===== config.mk =====
export PLATFORM = sky130hd
export DESIGN_NAME = pacman_game_ctrl_flat
export DESIGN_NICKNAME = d
export VERILOG_FILES = /design/src/rtl/pacman_game_ctrl_pkg.sv /design/src/rtl/pacman_game_ctrl_if.sv /design/src/rtl/pacman_game_ctrl_aabb.sv /design/src/rtl/pacman_game_ctrl.sv /design/src/flat_wrapper.sv
export SDC_FILE = /design/constraint.sdc
export NUM_CORES = 1
export LEC_CHECK = 0
export ABC_AREA = 1
export BUFFER_PORTS_ARGS = -buffer_cell sky130_fd_sc_hd__buf_2
export CORE_MARGIN = 2
export CORE_UTILIZATION = 30
export CTS_BUF_LIST = sky130_fd_sc_hd__clkbuf_16
export CTS_CLUSTER_SIZE = 40
export DETAILED_ROUTE_END_ITERATION = 8
export PLACE_DENSITY = 0.53
export SLEW_MARGIN = 20
export SYNTH_ARGS = -nofsm -noshare
export SYNTH_HDL_FRONTEND = slang
export SYNTH_SLANG_ARGS = --single-unit

===== constraint.sdc =====
create_clock -name Clk -period 5.1 [get_ports Clk]
set_input_delay 0.255 -clock Clk [delete_from_list [all_inputs] [get_ports Clk]]
set_output_delay 0.255 -clock Clk [all_outputs]
set_load 0.005 [all_outputs]

===== src/rtl/pacman_game_ctrl_pkg.sv =====
// rtl/pacman_game_ctrl_pkg.sv - game-state encoding and USB key codes for the PacMan controller
//
// Contents:
//   game_state_t  - controller state encoding (all eight 3-bit codes are named)
//   KEY_*         - USB HID keycodes for the four move keys and the restart key
//   is_move_key   - true for any of the four move keys
package pacman_pkg;

    typedef enum logic [2:0] {
        RESTART   = 3'd0,
        PAUSE     = 3'd1,
        RUN       = 3'd2,
        EAT       = 3'd3,
        DEATH     = 3'd4,
        RESPAWN   = 3'd5,
        GAME_OVER = 3'd6,
        GAME_WON  = 3'd7
    } game_state_t;

    localparam logic [7:0] KEY_W   = 8'h1A;
    localparam logic [7:0] KEY_A   = 8'h04;
    localparam logic [7:0] KEY_S   = 8'h16;
    localparam logic [7:0] KEY_D   = 8'h07;
    localparam logic [7:0] KEY_ESC = 8'h29;

    function automatic logic is_move_key(input logic [7:0] key);
        return (key == KEY_W) || (key == KEY_A) || (key == KEY_S) || (key == KEY_D);
    endfunction

endpackage


===== src/rtl/pacman_game_ctrl_if.sv =====
// rtl/pacman_game_ctrl_if.sv - sprite geometry / keycode in, game status out
//
// Signals:
//   keycode            - current USB keycode
//   pX, pY, pSize      - PacMan top-left corner and edge length
//   gX, gY, gSize      - packed ghost corners (ghost i at [i*COORD_W +: COORD_W]) and edge length
//   fX, fY, fSize      - packed fruit corners and edge length
//   score, fruits_eaten, lives           - game status
//   running, win, lose, restart, respawn, lifeDown - Moore state flags
// Modports:
//   master - keycode/sprite-position side (drives geometry, reads status)
//   slave  - the game controller
interface pacman_game_ctrl_if #(
    parameter int N_GHOSTS = 3,
    parameter int N_FRUITS = 4,
    parameter int COORD_W  = 10,
    parameter int SCORE_W  = 10
) ();
    logic [7:0]                   keycode;
    logic [COORD_W-1:0]           pX;
    logic [COORD_W-1:0]           pY;
    logic [COORD_W-1:0]           pSize;
    logic [N_GHOSTS*COORD_W-1:0]  gX;
    logic [N_GHOSTS*COORD_W-1:0]  gY;
    logic [COORD_W-1:0]           gSize;
    logic [N_FRUITS*COORD_W-1:0]  fX;
    logic [N_FRUITS*COORD_W-1:0]  fY;
    logic [COORD_W-1:0]           fSize;
    logic [SCORE_W-1:0]           score;
    logic [N_FRUITS-1:0]          fruits_eaten;
    logic [2:0]                   lives;
    logic                         running;
    logic                         win;
    logic                         lose;
    logic                         restart;
    logic                         respawn;
    logic                         lifeDown;

    modport master (
        output keycode, pX, pY, pSize, gX, gY, gSize, fX, fY, fSize,
        input  score, fruits_eaten, lives, running, win, lose, restart, respawn, lifeDown
    );

    modport slave (
        input  keycode, pX, pY, pSize, gX, gY, gSize, fX, fY, fSize,
        output score, fruits_eaten, lives, running, win, lose, restart, respawn, lifeDown
    );
endinterface


===== src/rtl/pacman_game_ctrl_aabb.sv =====
// rtl/pacman_game_ctrl_aabb.sv - combinational axis-aligned square overlap test
//
// Ports:
//   ax, ay, a_size - box A top-left corner and edge length
//   bx, by, b_size - box B top-left corner and edge length
//   hit            - 1 when the interiors overlap; boxes that only share an edge do not
module aabb_overlap #(
    parameter int COORD_W = 10
) (
    input  logic [COORD_W-1:0] ax,
    input  logic [COORD_W-1:0] ay,
    input  logic [COORD_W-1:0] a_size,
    input  logic [COORD_W-1:0] bx,
    input  logic [COORD_W-1:0] by,
    input  logic [COORD_W-1:0] b_size,
    output logic               hit
);
    // One extra bit so a sprite near the right/bottom edge does not wrap to a small end coordinate.
    logic [COORD_W:0] a_x_end;
    logic [COORD_W:0] a_y_end;
    logic [COORD_W:0] b_x_end;
    logic [COORD_W:0] b_y_end;

    assign a_x_end = {1'b0, ax} + {1'b0, a_size};
    assign a_y_end = {1'b0, ay} + {1'b0, a_size};
    assign b_x_end = {1'b0, bx} + {1'b0, b_size};
    assign b_y_end = {1'b0, by} + {1'b0, b_size};

    assign hit = ({1'b0, ax} < b_x_end) && ({1'b0, bx} < a_x_end) &&
                 ({1'b0, ay} < b_y_end) && ({1'b0, by} < a_y_end);
endmodule


===== src/rtl/pacman_game_ctrl.sv =====
// rtl/pacman_game_ctrl.sv - PacMan game-state controller with score, fruits, lives and respawn
//
// Ports:
//   Clk     - system clock
//   Reset_n - asynchronous active-low reset
//   bus     - pacman_game_ctrl_if.slave: keycode and sprite geometry in,
//             score / fruits_eaten / lives and Moore state flags out
module pacman_game_ctrl
    import pacman_pkg::*;
#(
    parameter int N_GHOSTS       = 3,
    parameter int N_FRUITS       = 4,
    parameter int COORD_W        = 10,
    parameter int SCORE_W        = 10,
    parameter int FRUIT_POINTS   = 50,
    parameter int WIN_SCORE      = 200,
    parameter int LIVES          = 3,
    parameter int RESPAWN_CYCLES = 1024
) (
    input  logic              Clk,
    input  logic              Reset_n,
    pacman_game_ctrl_if.slave bus
);
    localparam int FIDX_W = (N_FRUITS > 1) ? $clog2(N_FRUITS) : 1;
    localparam int CNT_W  = (RESPAWN_CYCLES > 1) ? $clog2(RESPAWN_CYCLES) : 1;
    // Score arithmetic is done wide enough that neither FRUIT_POINTS nor WIN_SCORE is truncated.
    localparam int SUM_W  = ((SCORE_W > 31) ? SCORE_W : 31) + 1;

    localparam logic [CNT_W-1:0] CNT_LOAD  = CNT_W'(RESPAWN_CYCLES - 1);
    localparam logic [SUM_W-1:0] SCORE_MAX = SUM_W'({SCORE_W{1'b1}});
    localparam logic [SUM_W-1:0] POINTS    = SUM_W'(FRUIT_POINTS);
    localparam logic [SUM_W-1:0] WIN_AT    = SUM_W'(WIN_SCORE);

    game_state_t state;
    game_state_t state_nxt;

    logic [SCORE_W-1:0]  score_q;
    logic [N_FRUITS-1:0] eaten_q;
    logic [2:0]          lives_q;
    logic [CNT_W-1:0]    cnt_q;
    logic [FIDX_W-1:0]   idx_q;

    logic [N_GHOSTS-1:0] ghost_ov;
    logic [N_FRUITS-1:0] fruit_ov;
    logic [N_FRUITS-1:0] fruit_cand;
    logic                ghost_hit;
    logic                fruit_hit;
    logic [FIDX_W-1:0]   fruit_idx;

    logic [SUM_W-1:0]    score_sum;
    logic [SCORE_W-1:0]  score_inc;
    logic                score_win;
    logic                key_esc;
    logic                key_move;

    for (genvar g = 0; g < N_GHOSTS; g++) begin : g_ghost
        aabb_overlap #(.COORD_W(COORD_W)) u_ov (
            .ax     (bus.pX),
            .ay     (bus.pY),
            .a_size (bus.pSize),
            .bx     (bus.gX[g*COORD_W +: COORD_W]),
            .by     (bus.gY[g*COORD_W +: COORD_W]),
            .b_size (bus.gSize),
            .hit    (ghost_ov[g])
        );
    end

    for (genvar f = 0; f < N_FRUITS; f++) begin : g_fruit
        aabb_overlap #(.COORD_W(COORD_W)) u_ov (
            .ax     (bus.pX),
            .ay     (bus.pY),
            .a_size (bus.pSize),
            .bx     (bus.fX[f*COORD_W +: COORD_W]),
            .by     (bus.fY[f*COORD_W +: COORD_W]),
            .b_size (bus.fSize),
            .hit    (fruit_ov[f])
        );
    end

    // Already-eaten fruits stay on the overlap map but can no longer score.
    assign fruit_cand = fruit_ov & ~eaten_q;
    assign ghost_hit  = |ghost_ov;
    assign fruit_hit  = |fruit_cand;

    // Lowest-index candidate wins: scan downwards so the last assignment is the lowest set bit.
    always_comb begin
        fruit_idx = '0;
        for (int i = N_FRUITS - 1; i >= 0; i--) begin
            if (fruit_cand[i]) begin
                fruit_idx = FIDX_W'(i);
            end
        end
    end

    assign score_sum = SUM_W'(score_q) + POINTS;
    assign score_inc = (score_sum > SCORE_MAX) ? {SCORE_W{1'b1}} : score_sum[SCORE_W-1:0];
    assign score_win = (SUM_W'(score_q) >= WIN_AT);
    assign key_esc   = (bus.keycode == KEY_ESC);
    assign key_move  = is_move_key(bus.keycode);

    always_ff @(posedge Clk or negedge Reset_n) begin
        if (!Reset_n) begin
            state <= RESTART;
        end else begin
            state <= state_nxt;
        end
    end

    always_comb begin
        state_nxt = state;
        case (state)
            RESTART: state_nxt = PAUSE;
            PAUSE: begin
                if (key_move) begin
                    state_nxt = RUN;
                end else if (key_esc) begin
                    state_nxt = RESTART;
                end
            end
            RUN: begin
                // Ghost is checked before fruit: a simultaneous hit is a death and the fruit survives.
                if (key_esc) begin
                    state_nxt = RESTART;
                end else if (score_win) begin
                    state_nxt = GAME_WON;
                end else if (ghost_hit) begin
                    state_nxt = DEATH;
                end else if (fruit_hit) begin
                    state_nxt = EAT;
                end
            end
            EAT:   state_nxt = RUN;
            DEATH: state_nxt = (lives_q <= 3'd1) ? GAME_OVER : RESPAWN;
            RESPAWN: begin
                if (key_esc) begin
                    state_nxt = RESTART;
                end else if (cnt_q == '0) begin
                    state_nxt = PAUSE;
                end
            end
            GAME_OVER, GAME_WON: begin
                if (key_esc) begin
                    state_nxt = RESTART;
                end
            end
            default: state_nxt = RESTART;
        endcase
    end

    always_ff @(posedge Clk or negedge Reset_n) begin
        if (!Reset_n) begin
            score_q <= '0;
            eaten_q <= '0;
            lives_q <= 3'(LIVES);
            cnt_q   <= '0;
            idx_q   <= '0;
        end else begin
            case (state)
                RESTART: begin
                    score_q <= '0;
                    eaten_q <= '0;
                    lives_q <= 3'(LIVES);
                end
                // Captured every RUN cycle; only meaningful on the cycle that moves to EAT.
                RUN: idx_q <= fruit_idx;
                EAT: begin
                    eaten_q <= eaten_q | (N_FRUITS'(1) << idx_q);
                    score_q <= score_inc;
                end
                DEATH: begin
                    lives_q <= lives_q - 3'd1;
                    cnt_q   <= CNT_LOAD;
                end
                RESPAWN: begin
                    if (cnt_q != '0) begin
                        cnt_q <= cnt_q - 1'b1;
                    end
                end
                default: ;
            endcase
        end
    end

    assign bus.score        = score_q;
    assign bus.fruits_eaten = eaten_q;
    assign bus.lives        = lives_q;
    assign bus.running      = (state == RUN);
    assign bus.win          = (state == GAME_WON);
    assign bus.lose         = (state == GAME_OVER);
    assign bus.restart      = (state == RESTART);
    assign bus.respawn      = (state == RESPAWN);
    assign bus.lifeDown     = (state == DEATH);
endmodule


===== src/flat_wrapper.sv =====
// flat-port wrapper written by rule: the top's interface ports become plain ports
module pacman_game_ctrl_flat import pacman_pkg::*;
#(
    parameter int N_GHOSTS       = 3,
    parameter int N_FRUITS       = 4,
    parameter int COORD_W        = 10,
    parameter int SCORE_W        = 10,
    parameter int FRUIT_POINTS   = 50,
    parameter int WIN_SCORE      = 200,
    parameter int LIVES          = 3,
    parameter int RESPAWN_CYCLES = 1024
)
  (Clk, Reset_n, bus_keycode, bus_pX, bus_pY, bus_pSize, bus_gX, bus_gY, bus_gSize, bus_fX, bus_fY, bus_fSize, bus_score, bus_fruits_eaten, bus_lives, bus_running, bus_win, bus_lose, bus_restart, bus_respawn, bus_lifeDown);
  pacman_game_ctrl_if #(.N_GHOSTS(N_GHOSTS), .N_FRUITS(N_FRUITS), .COORD_W(COORD_W), .SCORE_W(SCORE_W)) bus_i ();
  input  logic Clk;
  input  logic Reset_n;
  input wire logic [$bits(bus_i.keycode)-1:0] bus_keycode;
  input wire logic [$bits(bus_i.pX)-1:0] bus_pX;
  input wire logic [$bits(bus_i.pY)-1:0] bus_pY;
  input wire logic [$bits(bus_i.pSize)-1:0] bus_pSize;
  input wire logic [$bits(bus_i.gX)-1:0] bus_gX;
  input wire logic [$bits(bus_i.gY)-1:0] bus_gY;
  input wire logic [$bits(bus_i.gSize)-1:0] bus_gSize;
  input wire logic [$bits(bus_i.fX)-1:0] bus_fX;
  input wire logic [$bits(bus_i.fY)-1:0] bus_fY;
  input wire logic [$bits(bus_i.fSize)-1:0] bus_fSize;
  output wire logic [$bits(bus_i.score)-1:0] bus_score;
  output wire logic [$bits(bus_i.fruits_eaten)-1:0] bus_fruits_eaten;
  output wire logic [$bits(bus_i.lives)-1:0] bus_lives;
  output wire logic [$bits(bus_i.running)-1:0] bus_running;
  output wire logic [$bits(bus_i.win)-1:0] bus_win;
  output wire logic [$bits(bus_i.lose)-1:0] bus_lose;
  output wire logic [$bits(bus_i.restart)-1:0] bus_restart;
  output wire logic [$bits(bus_i.respawn)-1:0] bus_respawn;
  output wire logic [$bits(bus_i.lifeDown)-1:0] bus_lifeDown;
  assign bus_i.keycode = bus_keycode;
  assign bus_i.pX = bus_pX;
  assign bus_i.pY = bus_pY;
  assign bus_i.pSize = bus_pSize;
  assign bus_i.gX = bus_gX;
  assign bus_i.gY = bus_gY;
  assign bus_i.gSize = bus_gSize;
  assign bus_i.fX = bus_fX;
  assign bus_i.fY = bus_fY;
  assign bus_i.fSize = bus_fSize;
  assign bus_score = bus_i.score;
  assign bus_fruits_eaten = bus_i.fruits_eaten;
  assign bus_lives = bus_i.lives;
  assign bus_running = bus_i.running;
  assign bus_win = bus_i.win;
  assign bus_lose = bus_i.lose;
  assign bus_restart = bus_i.restart;
  assign bus_respawn = bus_i.respawn;
  assign bus_lifeDown = bus_i.lifeDown;
  pacman_game_ctrl #(.N_GHOSTS(N_GHOSTS), .N_FRUITS(N_FRUITS), .COORD_W(COORD_W), .SCORE_W(SCORE_W), .FRUIT_POINTS(FRUIT_POINTS), .WIN_SCORE(WIN_SCORE), .LIVES(LIVES), .RESPAWN_CYCLES(RESPAWN_CYCLES)) u_core (.Clk(Clk), .Reset_n(Reset_n), .bus(bus_i));
endmodule

==> metrics.yaml, run 1 <==
outcome:
  status: "completed"
clocking:
  cts_tree: "done"
  postCtsHoldBufs: 0
  clkTransAtPathRegs_ps: 60
  cts_max_level: 2
  cts_sinks: 32
  cts-root-buf: "clkbuf_16"
  cts_made_buffers: 5
  cts_setup_buffers: 0
  cts-resized-gates: 0
  clk_latency_ps: 280
  cts.path.max_buffers: 2
global_routing:
  use_met1_pct: 23.0
  antenna_found_initial: 18
  grt-ovfl-total: 0
  grt_util_met2_pct: 35.6
  grt_pass1_vias: 14072
  gr-max-usage-layer: "met2"
  grt_util_met3_pct: 2.81
  gr-usage-all-layers_pct: 19.1
  grt_max_degree: 33
  grt_first_pass_wirelength_um: 70500
sta:
  grt_setup_unrepaired: "false"
  setup_viol: 0
  hold_violations: 0
  finalCriticalPeriod_ps: 3650
  worst_slack_ps: 1450
  max_freq_mhz: 274
  report.final.slew_viol_count: 0
  skew_ps: 7.00
  fin_crit_sh_pct: 71.5
  worstMarginPinSlew_ps: 852
  timing.hold.ws_ps: 33.0
  relSlewSlack_pct: 42.8
  tns_ps: 0
yosys:
  synth-seq-cells: 32
  synth-edff-count: 0
  synth_warnings: 0
  seq_area_frac_synth_pct: 5.93
  syn_inst: 2021
  synth_area_um2: 13600
  synth_nets: 2632
  synthArstFlopShare_pct: 100
  synth.avg_cell_area_um2: 6.71
  ys.flop_type: "dfrtp_1"
  synth_cell_types: 42
setup_path:
  cp.required_ps: 5300
  reg2reg_to: "u_core.cnt_q[9]"
  path_max_fanout: 8
  cp_top_family: "simple AND/OR/NAND/NOR gates"
  path_class: "in -> reg"
  reg2reg_slack_ps: 2540
  cp_num_buf_inv: 2
  worstRegToRegCells: 11
  r2r-start: "u_core.state[1]"
  timing.critical_path.slowest_stage_cell: "xor2_1"
  worstPathArrival_ps: 3850
  end_kind: "flop"
  critPathMostFrequentCell: "nand2_1"
  cp_slowest_stage_delay_ps: 600
  critPathLaunchType: "primary input"
power:
  vdd_ir_drop_max_v: 0.000163
  power.leakage_nw: 8.93
  power_density_nw_per_um2: 200
place:
  dp_hpwl_um: 41300
  io_buffers: 222
  place.gp.congestion: 0.914
  place_ws_ps: 1230
route:
  first_pass_iters: 5
  route.antenna.remaining_nets: 0
  routed_via_density: 4.95
  routed_wl_um: 45800
  wl_per_cell_um: 16.1
  drt_iter0_markers: 649
  dr_total_vias: 14089
  drc_errors: 0
floorplanning:
  die_y_um: 217
  die_w_um: 217
  initial_core_util_pct: 30.5
  ios: 223
  core_area_um2: 44400
  num_rows: 77
  dieArea_um2: 46900
hold_path:
  hp-class: "in -> async"
cells_and_area:
  drive_gt1_share_pct: 11.0
  nets: 2858
  final_common_cell: "nand2_1"
  layout_common_cells: "nand2_1 (508), ha_1 (395), inv_1 (302)"
  area_growth_pct: 14.8
run:
  max_cap_viol_count: 0
-- sequential cells by signal (all words and copies together), names as in the netlist --
signal / cells
u_core.bus.score: 10
u_core.cnt_q: 10
u_core.bus.fruits_eaten: 4
u_core.bus.lives: 3
u_core.state: 3
u_core.idx_q: 2
-- worst max path at each step --
stage                       startpoint               to  depth (start not counted)
final                        bus_pY[2]  u_core.state[0]                         25
after global routing         bus_pY[1]  u_core.state[1]                         24
after CTS                    bus_pY[1]  u_core.state[0]                         25
after detailed placement     bus_pY[1]  u_core.state[0]                         25
after global placement       bus_pY[1]  u_core.state[0]                         25
after floorplan           bus_pSize[2]  u_core.state[0]                         24
-- routing by layer --
layer / wire, um / part of all wire (%)
met5: 123 / 0.27
met4: 1040 / 2.3
met3: 2150 / 4.7
met2: 22300 / 49
met1: 20100 / 44
-- through the flow --
step                      utilization (%)  area (um^2)  instances  total power, mW
after CTS                            35.0        15500       2840             3.15
after detailed placement             34.7        15400       2832             2.84
final                                35.0        15600       2848             3.12
after global placement               34.7        15400       2832             2.77
after floorplan                         -        13600       2021             2.07
after global routing                 35.0        15500       2843             3.54
-- logic make-up after synthesis --
group           Yosys count  share of synthesized area (%)
compound gates          369                           14.8
xor+xnor                129                           8.33
fa+ha+maj               411                           38.8
buf+inv                 312                           8.71
flops                    32                           5.93
mux                       1                         0.0831
simple gates            767                           23.3
-- report_power, final --
| group | switching, mW | internal (mW) |
|---|---|---|
| logic | 1.49 | 0.952 |
| registers | 0.0602 | 0.323 |
| clock network | 0.114 | 0.179 |
-- synthesized netlist by cell type, types with 3 or more instances --
library cell | count | area share, %
nand2_1 | 508 | 14
ha_1 | 395 | 36
inv_1 | 302 | 8.4
a21oi_1 | 208 | 7.7
nand3_1 | 110 | 4.1
nor2_1 | 97 | 2.7
o21ai_0 | 93 | 3.4
xor2_1 | 74 | 4.8
xnor2_1 | 55 | 3.6
dfrtp_1 | 30 | 5.5
a21o_1 | 27 | 1.5
nand4_1 | 22 | 1.0
fa_1 | 16 | 2.4
nor3_1 | 11 | 0.41
o21a_1 | 9 | 0.50
a31oi_1 | 8 | 0.37
nand3b_1 | 8 | 0.44
o211ai_1 | 6 | 0.33
o21bai_1 | 5 | 0.28
inv_2 | 4 | 0.11
nand2_2 | 3 | 0.14
o22ai_1 | 3 | 0.14
-- layout make-up --
type	instances	area, um^2
fill	4831	28900
multi-input combinational	1677	11600
inverter	307	1150
timing repair buffer	224	1130
sequential	32	803
tap	592	741
clock buffer	5	125
antenna	8	20.0
clock inverter	3	18.8
Power figures use the tool's default switching activity.
==> run 2, diff against run 1 <==
--- a/config.mk
+++ b/config.mk
@@ -5,14 +5,14 @@
 export SDC_FILE = /design/constraint.sdc
 export NUM_CORES = 1
 export LEC_CHECK = 0
-export ABC_AREA = 1
+export ABC_AREA = 0
 export BUFFER_PORTS_ARGS = -buffer_cell sky130_fd_sc_hd__buf_2
 export CORE_MARGIN = 2
 export CORE_UTILIZATION = 30
 export CTS_BUF_LIST = sky130_fd_sc_hd__clkbuf_16
 export CTS_CLUSTER_SIZE = 40
 export DETAILED_ROUTE_END_ITERATION = 8
-export PLACE_DENSITY = 0.53
+export PLACE_DENSITY = 0.55
 export SLEW_MARGIN = 20
 export SYNTH_ARGS = -nofsm -noshare
 export SYNTH_HDL_FRONTEND = slang
==> constraint.sdc (replaced) <==
create_clock -name Clk -period 3.1 [get_ports Clk]
set_input_delay 0.155 -clock Clk [delete_from_list [all_inputs] [get_ports Clk]]
set_output_delay 0.155 -clock Clk [all_outputs]
set_load 0.005 [all_outputs]
==> metrics.yaml, run 2 <==
outcome:
  status: "complete, but fails checks"
  violations: "setup timing"
clocking:
  clk_latency_ps: 280
  cts_tree: "done"
  clkTransAtPathRegs_ps: 50
  cts_made_buffers: 5
  cts-root-buf: "clkbuf_16"
  cts_sinks: 32
  cts_max_level: 2
  cts.path.max_buffers: 2
global_routing:
  antenna_found_initial: 4
  grt_max_degree: 33
  grt-ovfl-total: 0
  grt_pass1_vias: 14744
  grt_first_pass_wirelength_um: 79200
  gr-usage-all-layers_pct: 23.0
power:
  vdd_ir_drop_max_v: 0.000248
  power.leakage_nw: 9.54
  power_density_nw_per_um2: 338
setup_path:
  r2r-start: "u_core.cnt_q[6]"
  end_kind: "flop"
  path_max_fanout: 3
  path_class: "in -> reg"
  cp.required_ps: 3260
  cp-startpoint: "bus_pSize[0]"
  critPathLaunchType: "primary input"
  worstPathArrival_ps: 3880
cells_and_area:
  area_growth_pct: 47.4
  post-route-util_pct: 45.1
  drive_gt1_share_pct: 38.2
  layoutNonFillerInstCount: 2724
  nets: 2792
  layout_common_cells: "buf_4 (386), ha_1 (368), buf_2 (210)"
  design_area_um2: 19000
  final_common_cell: "buf_4"
yosys:
  synth.avg_cell_area_um2: 8.29
  synth_cell_types: 81
  syn_inst: 1555
  synth_commonest_cells: "ha_1 (395), a21oi_1 (160), o21ai_0 (118)"
  netlist_top_cells_area: "ha_1 (38%), a21oi_1 (6.2%), dfrtp_1 (5.8%)"
  synth_warnings: 0
  synth-seq-cells: 32
  seq_area_frac_synth_pct: 6.23
  post-synth-top-count-cell: "ha_1"
  ys.flop_type: "dfrtp_1"
  synth_nets: 2166
  synth_top_area_cell: "ha_1"
  synth-edff-count: 0
  yosysTopAreaCellShare_pct: 38.3
  synth_area_um2: 12900
  synthArstFlopShare_pct: 100
route:
  drt_iter0_markers: 635
  dr_total_vias: 14524
  wl_per_cell_um: 19.1
  wl_met2_um: 24500
  first_pass_iters: 5
  highest_layer: "met4"
  routed_wl_um: 52000
  wl_met3_um: 1970
  drt-met1-wl_um: 24400
  route.antenna.remaining_nets: 0
  drc_errors: 0
  routed_via_density: 5.33
floorplanning:
  initial_core_util_pct: 30.6
  num_rows: 75
  dieArea_um2: 44600
  die_y_um: 211
  core_area_um2: 42100
  die_w_um: 211
  ios: 223
sta:
  grt_setup_unrepaired: "true"
  worstMarginPinSlew_ps: 726
  worst_slack_ps: -619
  relSlewSlack_pct: 51.6
  tns_ps: -2310
  max_freq_mhz: 269
  setup_viol: 5
  finalCriticalPeriod_ps: 3720
  hold_violations: 0
  skew_ps: 6.36
  report.final.slew_viol_count: 0
  fin_crit_sh_pct: 120
place:
  placed_cell_area_um2: 17600
  place_ws_ps: -1190
  numPlacedInstances: 2671
  dp_hpwl_um: 45700
  io_buffers: 222
  place.gp.congestion: 0.934
run:
  max_cap_viol_count: 0
hold_path:
  hp-class: "in -> reg"
  min_from: "bus_keycode[5]"
[run 2: power by group]
group / total, mW / switching, mW / leakage [nW] / internal (mW)
clock: 0.456 / 0.169 / 0.0648 / 0.287
sequential: 0.731 / 0.174 / 0.390 / 0.558
combinational: 5.24 / 2.68 / 9.09 / 2.56
total: 6.42 / 3.02 / 9.54 / 3.40
[run 2: worst max-delay path, cell delays in order]
cell and delay, ps:
buf_8 110, ha_4 150, fa_2 370, a211oi_4 290, o21bai_4 110, or4_4 460
nand2_4 110, xor2_4 190, buf_6 140, ha_4 200, o21ai_2 60, a21oi_2 60
o311a_1 410, a2111oi_4 340, o31ai_2 150, a31o_1 270, a221o_1 320
[run 2: cell type report]
type,count,area (um^2)
antenna,4,10.0
clock buffer,5,125
clock inverter,2,7.51
inverter,53,199
tap,539,674
sequential,32,803
fill,4247,23100
multi-input combinational,1464,12800
timing repair buffer,625,4330
[run 2: through the flow]
step	hold WS [ps]	power (mW)
floorplan	-141	3.38
global placement	253	5.27
detailed placement	252	5.39
CTS	399	6.27
global route	449	7.05
finish	392	6.42
[run 2: kinds of logic after synthesis]
| family | Yosys count | share of synthesized area [%] |
|---|---|---|
| xor+xnor | 115 | 7.99 |
| buf+inv | 59 | 1.73 |
| mux | 5 | 0.408 |
| flops | 32 | 6.23 |
| compound gates | 545 | 27.3 |
| fa+ha+maj | 416 | 41.2 |
| simple gates | 383 | 15.1 |
[run 2: timing repair]
action,CTS,global route
resized for setup,171,72
buffers inserted,30,11
hold buffers,1,0
pin swaps,84,48
endpoints found under the hold margin,30,0
endpoints found under the setup margin,5,5
[run 2: metal layers]
| metal | vias up | global-route usage [%] |
|---|---|---|
| met4 | 0 | 4.61 |
| met3 | 56 | 1.52 |
| met5 | - | 0 |
| met2 | 347 | 40.1 |
| li1 | 7206 | - |
| met1 | 6915 | 31.2 |
[run 2: final timing paths]
check / end / cells past startpoint / slack [ps]
worst max register to register: u_core.cnt_q[7] / 7 / 650
max in group asynchronous: u_core.bus.fruits_eaten[0] / 2 / 2150
min in group asynchronous: u_core.cnt_q[1] / 2 / 490
worst min-delay path: u_core.state[2] / 4 / 390
worst max-delay path: u_core.state[1] / 17 / -620
worst min register to register: u_core.bus.score[0] / 2 / 470
==> run 3, diff against run 2 <==
==> constraint.sdc (replaced) <==
create_clock -name Clk -period 3.1 [get_ports Clk]
set_input_delay 0.31 -clock Clk [delete_from_list [all_inputs] [get_ports Clk]]
set_output_delay 0.31 -clock Clk [all_outputs]
set_load 0.005 [all_outputs]
==> metrics.yaml, run 3 (synthesized netlist as in run 2, its figures left out) <==
power:
  vdd_ir_drop_max_v: 0.000198
  p_clk_share_pct: 7.2
  power_frac_comb_pct: 81.3
  power.leakage_nw: 9.73
  seq_power_share_pct: 11.5
  p_switching_mw: 3.00
  power_density_nw_per_um2: 335
  intPower_mw: 3.41
  switching_share_pct: 46.8
route:
  routed_via_density: 5.29
  route.antenna.remaining_nets: 0
  dr_total_vias: 14615
  drc_errors: 0
  routed_wl_um: 52200
  first_pass_iters: 5
  wl_per_cell_um: 18.9
  drt_iter0_markers: 649
sta:
  setup_viol: 5
  report.final.slew_viol_count: 0
  worst_slack_ps: -677
  tns_ps: -3040
  worstMarginPinSlew_ps: 790
  skew_ps: 4.14
  relSlewSlack_pct: 46.8
  finalCriticalPeriod_ps: 3780
  hold_violations: 0
  timing.hold.ws_ps: 95.2
  max_freq_mhz: 265
  grt_setup_unrepaired: "true"
  fin_crit_sh_pct: 122
floorplanning:
  die_w_um: 211
  num_rows: 75
  core_area_um2: 42100
  die_y_um: 211
  initial_core_util_pct: 30.6
  ios: 223
  dieArea_um2: 44600
clocking:
  clk_latency_ps: 280
  cts.path.max_buffers: 2
  cts_made_buffers: 5
  clkTransAtPathRegs_ps: 50
  cts_max_level: 2
  cts_tree: "done"
  cts-root-buf: "clkbuf_16"
  cts_sinks: 32
setup_path:
  cp_slowest_stage_delay_ps: 420
  timing.critical_path.slowest_stage_cell: "fa_2"
  end_kind: "flop"
  critPathLaunchType: "primary input"
  worstPathCellList: "buf_8 -> buf_6 -> ha_4 -> fa_2 -> a21o_1 -> a21oi_2 -> xor2_2 -> buf_6 -> buf_4 -> ha_1 -> a21oi_2 -> o21ai_2 -> and2_1 -> o211ai_1 -> a211oi_2 -> a2111o_1 -> a31o_1 -> a221o_1"
  cp.required_ps: 3260
  path_max_fanout: 5
  worstPathArrival_ps: 3940
  path_class: "in -> reg"
place:
  io_buffers: 222
  place_ws_ps: -1280
  dp_hpwl_um: 45500
  place.gp.congestion: 0.908
global_routing:
  grt_first_pass_wirelength_um: 78900
  gr-usage-all-layers_pct: 23.0
  grt-ovfl-total: 0
  grt_max_degree: 33
  grt_pass1_vias: 14735
  antenna_found_initial: 4
cells_and_area:
  layout_common_cells: "buf_4 (437), ha_1 (368), buf_2 (210)"
  nets: 2833
  seq_area_um2: 803
  area_growth_pct: 48.7
  final_common_cell: "buf_4"
  multi_input_area_um2: 12700
  post-route-util_pct: 45.5
  fillers: 4153
  drive_gt1_share_pct: 38.4
outcome:
  violations: "setup timing"
  status: "complete, but fails checks"
hold_path:
  hp-class: "in -> async"
run:
  max_cap_viol_count: 0
run 3: cell count changes in the layout (fill, tap and decap cells not counted), moves of 5 or more:
cell     previous run  this run
a21oi_1           105       112
a21oi_2            55        50
buf_4             386       437
buf_6              18         9
o21ai_0            76        82
o21ai_2            18        12
run 3: worst paths after layout:
| kind | cells after the start | slack [ps] | to | startpoint |
|---|---|---|---|---|
| max | 18 | -680 | u_core.state[1] | bus_pSize[0] |
| min | 1 | 100 | u_core.cnt_q[0] | Reset_n |
| max reg2reg | 7 | 680 | u_core.cnt_q[9] | u_core.cnt_q[6] |
| min reg2reg | 2 | 470 | u_core.bus.score[0] | u_core.bus.score[0] |
| max in group asynchronous | 1 | 2530 | u_core.bus.fruits_eaten[3] | Reset_n |
| min in group Clk | 2 | 470 | u_core.bus.score[0] | u_core.bus.score[0] |
run 3: metrics by stage:
step,cell area [um^2],instances,power [mW]
after CTS,18800,2755,6.25
after detailed placement,17800,2698,5.40
final,19200,2765,6.41
after global routing,19200,2765,7.06
after global placement,17800,2698,5.27
after floorplan,13100,1555,3.38
run 3: what timing repair did:
item,CTS,global route
pin swaps,121,49
resized for setup,137,61
gates cloned,0,1
hold buffers,0,0
setup buffers,50,7
endpoints found under the setup margin,5,5
run 3: cell type report:
cell class                      count  share of cell area [%]
Multi-Input combinational cell   1464                    66.5
Timing Repair Buffer              666                    24.0
Sequential cell                    32                    4.19
Tap cell                          539                    3.52
Inverter                           53                    1.04
Clock buffer                        5                   0.653
Clock inverter                      3                  0.0588
Antenna cell                        3                  0.0392
run 3: critical path, delay by kind of cell:
kind	cells	cell delay, ps
AND/OR/NAND/NOR	1	170
adder cells (fa/ha/maj)	3	810
AO/OA/AOI/OAI	9	1970
XOR/XNOR	1	160
buffers and inverters	4	490
run 3: layer usage:
layer / vias to the layer above / global-route usage (%) / wire length (um)
met5: - / 0 / 11
met4: 2 / 4.32 / 1050
met3: 50 / 1.93 / 3170
met2: 359 / 39.9 / 24400
met1: 6919 / 31.3 / 23600
li1: 7285 / - / -
run 3: power by group through the flow:
stage	logic (mW)	registers (mW)	clock network (mW)
3_5_place_dp	4.66	0.738	0
4_1_cts	5.05	0.734	0.471
5_1_grt	5.80	0.760	0.492
6_report	5.22	0.735	0.461
3_3_place_gp	4.54	0.731	0
2_1_floorplan	2.71	0.675	0
